--- src/rtl/irq_priority_latch_if.sv ---
// irq_priority_latch_if: request/mask inputs and ID handshake between interrupt sources and the ID consumer
interface irq_priority_latch_if;
    logic [7:0] req_in;
    logic       mask_wr;
    logic [7:0] mask_in;
    logic [2:0] id_out;
    logic       id_valid;
    logic       id_ready;
    logic [7:0] pending;
    logic [7:0] overflow;
    modport master (output req_in, mask_wr, mask_in, id_ready, input id_out, id_valid, pending, overflow);
    modport slave (input req_in, mask_wr, mask_in, id_ready, output id_out, id_valid, pending, overflow);
endinterface

--- src/rtl/irq_priority_latch.sv ---
// irq_priority_latch: latches 8 requests into pending bits and offers the highest unmasked index over valid/ready
// Optional lost-edge flags are enabled with the IRQ_OVERFLOW_EN macro.
module irq_priority_latch #(
    parameter logic [7:0] EDGE_SEL = 8'hFF,
    parameter logic [7:0] RST_MASK = 8'h00
) (
    input logic clk,
    input logic rst,
    irq_priority_latch_if.slave bus
);
    typedef enum logic {IDLE, OFFER} state_t;
    state_t state;
    logic [7:0] req_d, pend, mask, set, clr, eligible;
    logic [2:0] id_q, hi;
    logic valid_q, accept;
    assign set = bus.req_in & ~(req_d & EDGE_SEL);
    assign accept = valid_q && bus.id_ready;
    assign clr = accept ? 8'h01 << id_q : 8'h00;
    assign eligible = pend & ~mask;
    assign bus.id_out = id_q;
    assign bus.id_valid = valid_q;
    assign bus.pending = pend;
    always_comb begin
        hi = 3'd0;
        for (int i = 0; i < 8; i++) if (eligible[i]) hi = 3'(i);
    end
    // offered ID is frozen in OFFER; new requests and mask changes wait for the next IDLE pass
    always_ff @(posedge clk or posedge rst) begin
        if (rst) begin
            req_d <= '0;
            pend <= '0;
            mask <= RST_MASK;
            id_q <= '0;
            valid_q <= 1'b0;
            state <= IDLE;
        end else begin
            req_d <= bus.req_in;
            pend <= (pend & ~clr) | set;
            if (bus.mask_wr) mask <= bus.mask_in;
            if (state == IDLE) begin
                if (|eligible) begin
                    id_q <= hi;
                    valid_q <= 1'b1;
                    state <= OFFER;
                end
            end else if (accept) begin
                valid_q <= 1'b0;
                state <= IDLE;
            end
        end
    end
`ifdef IRQ_OVERFLOW_EN
    logic [7:0] ovf;
    always_ff @(posedge clk or posedge rst)
        if (rst) ovf <= '0;
        else ovf <= ovf | (set & EDGE_SEL & pend & ~clr);
    assign bus.overflow = ovf;
`else
    assign bus.overflow = 8'h00;
`endif
endmodule

--- src/flat_wrapper.sv ---
// flat-port wrapper written by rule: the top's interface ports become plain ports
module irq_priority_latch_flat 
#(
    parameter logic [7:0] EDGE_SEL = 8'hFF,
    parameter logic [7:0] RST_MASK = 8'h00
)
  (clk, rst, bus_req_in, bus_mask_wr, bus_mask_in, bus_id_ready, bus_id_out, bus_id_valid, bus_pending, bus_overflow);
  irq_priority_latch_if bus_i ();
  input logic clk;
  input logic rst;
  input wire logic [$bits(bus_i.req_in)-1:0] bus_req_in;
  input wire logic [$bits(bus_i.mask_wr)-1:0] bus_mask_wr;
  input wire logic [$bits(bus_i.mask_in)-1:0] bus_mask_in;
  input wire logic [$bits(bus_i.id_ready)-1:0] bus_id_ready;
  output wire logic [$bits(bus_i.id_out)-1:0] bus_id_out;
  output wire logic [$bits(bus_i.id_valid)-1:0] bus_id_valid;
  output wire logic [$bits(bus_i.pending)-1:0] bus_pending;
  output wire logic [$bits(bus_i.overflow)-1:0] bus_overflow;
  assign bus_i.req_in = bus_req_in;
  assign bus_i.mask_wr = bus_mask_wr;
  assign bus_i.mask_in = bus_mask_in;
  assign bus_i.id_ready = bus_id_ready;
  assign bus_id_out = bus_i.id_out;
  assign bus_id_valid = bus_i.id_valid;
  assign bus_pending = bus_i.pending;
  assign bus_overflow = bus_i.overflow;
  irq_priority_latch #(.EDGE_SEL(EDGE_SEL), .RST_MASK(RST_MASK)) u_core (.clk(clk), .rst(rst), .bus(bus_i));
endmodule
--- config.mk ---
export PLATFORM = sky130hd
export DESIGN_NAME = irq_priority_latch_flat
export DESIGN_NICKNAME = d
export VERILOG_FILES = /design/src/rtl/irq_priority_latch_if.sv /design/src/rtl/irq_priority_latch.sv /design/src/flat_wrapper.sv
export SDC_FILE = /design/constraint.sdc
export NUM_CORES = 1
export LEC_CHECK = 0
export ABC_AREA = 1
export CORE_ASPECT_RATIO = 1.1
export CORE_UTILIZATION = 64
export DETAILED_ROUTE_END_ITERATION = 10
export DONT_BUFFER_PORTS = 1
export GPL_ROUTABILITY_DRIVEN = 0
export PLACE_DENSITY = 0.83
export SLEW_MARGIN = 20
export SYNTH_ARGS = -nofsm -noshare
export SYNTH_HDL_FRONTEND = slang
export SYNTH_SLANG_ARGS = --single-unit
export TNS_END_PERCENT = 100
--- constraint.sdc ---
create_clock -name clk -period 2.9 [get_ports clk]
set_input_delay 0.435 -clock clk [delete_from_list [all_inputs] [get_ports clk]]
set_output_delay 0.435 -clock clk [all_outputs]
set_load 0.01 [all_outputs]
==> key figures <==
Run
  – Max-cap viol count: 0

Route
  – Routed Wire Length: 1.87 mm
  – Detail-routed via count per cell: about 5.0
  – Routed wirelength normalized by instance count: 11.9 um
  – Iter 0 DRT Violations: 13
  – Final ANT Viol Nets: 0
  – # DRC: 4
  – Router iterations before antenna repair: 7
  – Vias: about 800

Worst setup path
  – End of the worst register-to-register path: u_core.bus.id_valid
  – Crit path launch type: flip-flop
  – R2r setup slk: 1.71 ns
  – First element of the critical path: u_core.bus.id_out[1]
  – Reg2Reg Depth: 8
  – Element type at the critical path end: output port
  – CP max FO: 5
  – End of the critical path: bus_id_out[1]
  – Arrival time of data at the critical path endpoint: 0.78 ns
  – Startpoint-to-endpoint class of the critical path: reg -> out
  – Total number of cells along the worst setup path: 0
  – Reg-to-reg critical path startpoint: u_core.bus.pending[2]
  – Required time reported for the critical path endpoint: 2.47 ns

Synthesis
  – Main flop type after synthesis: dfrtp_1
  – Post-Syn Area: between 1000 and 1500 um^2
  – Share of flip-flops with an asynchronous set or reset after synthesis: 1.00
  – Top cells by area, synth: dfrtp_1 (59%), nand2_1 (9.5%), o21ai_0 (9.0%)
  – Count of yosys warnings during synthesis: 0
  – Count of unique library cells instantiated by Yosys: 16
  – Commonest cells in the synthesized netlist: nand2_1 (31), dfrtp_1 (29), o21ai_0 (22)
  – Number of enable flip-flop cells after synthesis: 0
  – Yosys top cell by area: dfrtp_1
  – FF+latch count, synth: 29
  – Share of the yosys chip area belonging to registers: 0.594
  – Library cell with the highest instance count after synthesis: nand2_1
  – Post-synthesis area per instance: 9.18 um^2
  – Proportion of netlist area held by the largest area contributor: 0.594
  – Gate count of the mapped netlist: 133

Cells and area
  – Post-synthesis to final-layout area growth: 4.41%
  – Number of fill cells in the layout: roughly 140
  – Antenna cell count: 0
  – Final instance count without filler cells: 157
  – Final-stage net count: 158
  – Fraction of layout instances using a drive strength above 1: 0.144
  – Final core utilization: 0.716

STA
  – Maximum clock frequency: 820 MHz
  – Post-route fraction of the period consumed by the critical path: 0.420
  – Final setup margin: 1.68 ns
  – Fin. max-slew vios: 0
  – Worst slew margin relative to its limit: 0.616
  – Measured slew at the worst slew-check pin: approximately 0.57 ns
  – Final-layout setup total negative slack: 0 ns
  – Post-route clock skew: roughly 0.016 ns
  – Final hold viol count: 0
  – Fin Hold WS: 0.0507 ns
  – Final critical delay including setup and external delays: 1.22 ns
  – Final setup violation count: 0
  – RSZ-0062 raised after global routing: false

Global routing
  – GR Util All Layers: 0.201
  – Met1 track demand over resource: 0.224
  – Global-route wire length before repair: roughly 2.9 mm
  – Overflow left after global routing: 0
  – Antenna violations before repair: 0
  – Routing usage on met3: 0.0868
  – Via count of the first global-routing pass: 769
  – Most utilized layer in the global route result: met2
  – Met2 track demand over resource in global routing: 0.349
  – Largest net degree at the start of global routing: 30

Clocking
  – TritonCTS buffer count: 5
  – Clock-pin slew reported for the worst setup and hold paths after clock tree synthesis: roughly 0.1 ns
  – Clock root buffer: clkbuf_4
  – H-tree levels: 2
  – Cts-stage hold buffer count: 0
  – CTS tree: done
  – Buffer count from post-CTS setup fixing: 0
  – Post-cts repair resize count: 0
  – TritonCTS sink count: 29
  – Number of buffers on the longest clock path: 2
  – Clock network latency to the later pin of the worst-skew pair: about 0.31 ns

Floorplan
  – Initial Util: 0.685
  – Placeable core region: between 1500 and 2000 um^2
  – Area of the die: 2090 um^2
  – Placement row count: 16
  – Die outline width: 43.7 um
  – Boundary pin count: 40
  – Die Span Y: 47.8 um

Run status
  – Violated checks: design-rule violations
  – Outcome: complete, but fails checks

Pwr
  – Leakage power of the design: between 0.6 and 0.7 nW
  – Total power divided by cell area: just under 900 nW/um^2
  – VDD IR-drop max: 0.567 mV

Place
  – Post-Place Cells: 149
  – Number of I/O port buffers: 0
  – Worst Setup Slack post-DPL: about 1.6 ns
  – Dpl hpwl: ~1.5 mm

Worst hold path
  – Class of the tightest hold or removal check: in -> async
[area by class of cell]
| cell class | count | area, um^2 | share of cell area |
|---|---|---|---|
| clock inverter | 1 | 5.00 | 0.00393 |
| inverter | 22 | 82.6 | 0.0648 |
| multi-input combinational | 80 | 374 | 0.293 |
| clock buffer | 7 | 65.1 | 0.0510 |
| tap | 18 | 22.5 | 0.0177 |
| sequential | 29 | 726 | 0.569 |
[layer usage]
| metal | wire length [um] | part of all wire |
|---|---|---|
| met1 | 765 | 0.41 |
| met2 | 933 | 0.50 |
| met3 | 165 | 0.088 |
| met4 | 7 | 0.0037 |
| met5 | 0 | 0 |
[state kept, by name, indices dropped and copies added, names as in the netlist]
name,flops
u_core.bus.id_valid,1
u_core.state,1
u_core.req_d,8
u_core.bus.id_out,3
u_core.mask,8
u_core.bus.pending,8
[power breakdown]
group	internal (mW)	switching, mW
sequential	0.496	0.122
clock	0.140	0.125
combinational	0.0883	0.155
[worst min path at each step]
stage / slack, ns / endpoint
after floorplan: 0.39 / u_core.bus.pending[2]
after global placement: 0.40 / u_core.bus.pending[3]
after detailed placement: 0.41 / u_core.bus.pending[2]
after CTS: 0.13 / u_core.req_d[0]
after global routing: 0.09 / u_core.mask[7]
final: 0.05 / u_core.bus.pending[0]
[placed cells by master, fill, tap and decap left out, drive strengths merged]
master  instances
clkinv          1
conb            8
dfrtp          29
inv            22
nor2            6
nand2          36
clkbuf          7
mux2            1
a31oi           1
o21ai          27
or2             1
[kinds of logic (layout without fill, tap and decap cells)]
group           after synthesis  count (layout)  share of synthesized area
flops                        29              29                      0.594
simple gates                 43              43                      0.157
other cells                   1               8                    0.00307
compound gates               28              28                      0.116
mux                           1               1                    0.00922
buf+inv                      31              30                      0.121
[through the flow]
stage,power (mW),cell area [um^2]
2_1_floorplan,0.815,1250
3_3_place_gp,0.860,1200
3_5_place_dp,0.873,1200
4_1_cts,1.14,1270
5_1_grt,1.21,1270
6_report,1.13,1270
Note: power is estimated with default switching activity, not from simulation.
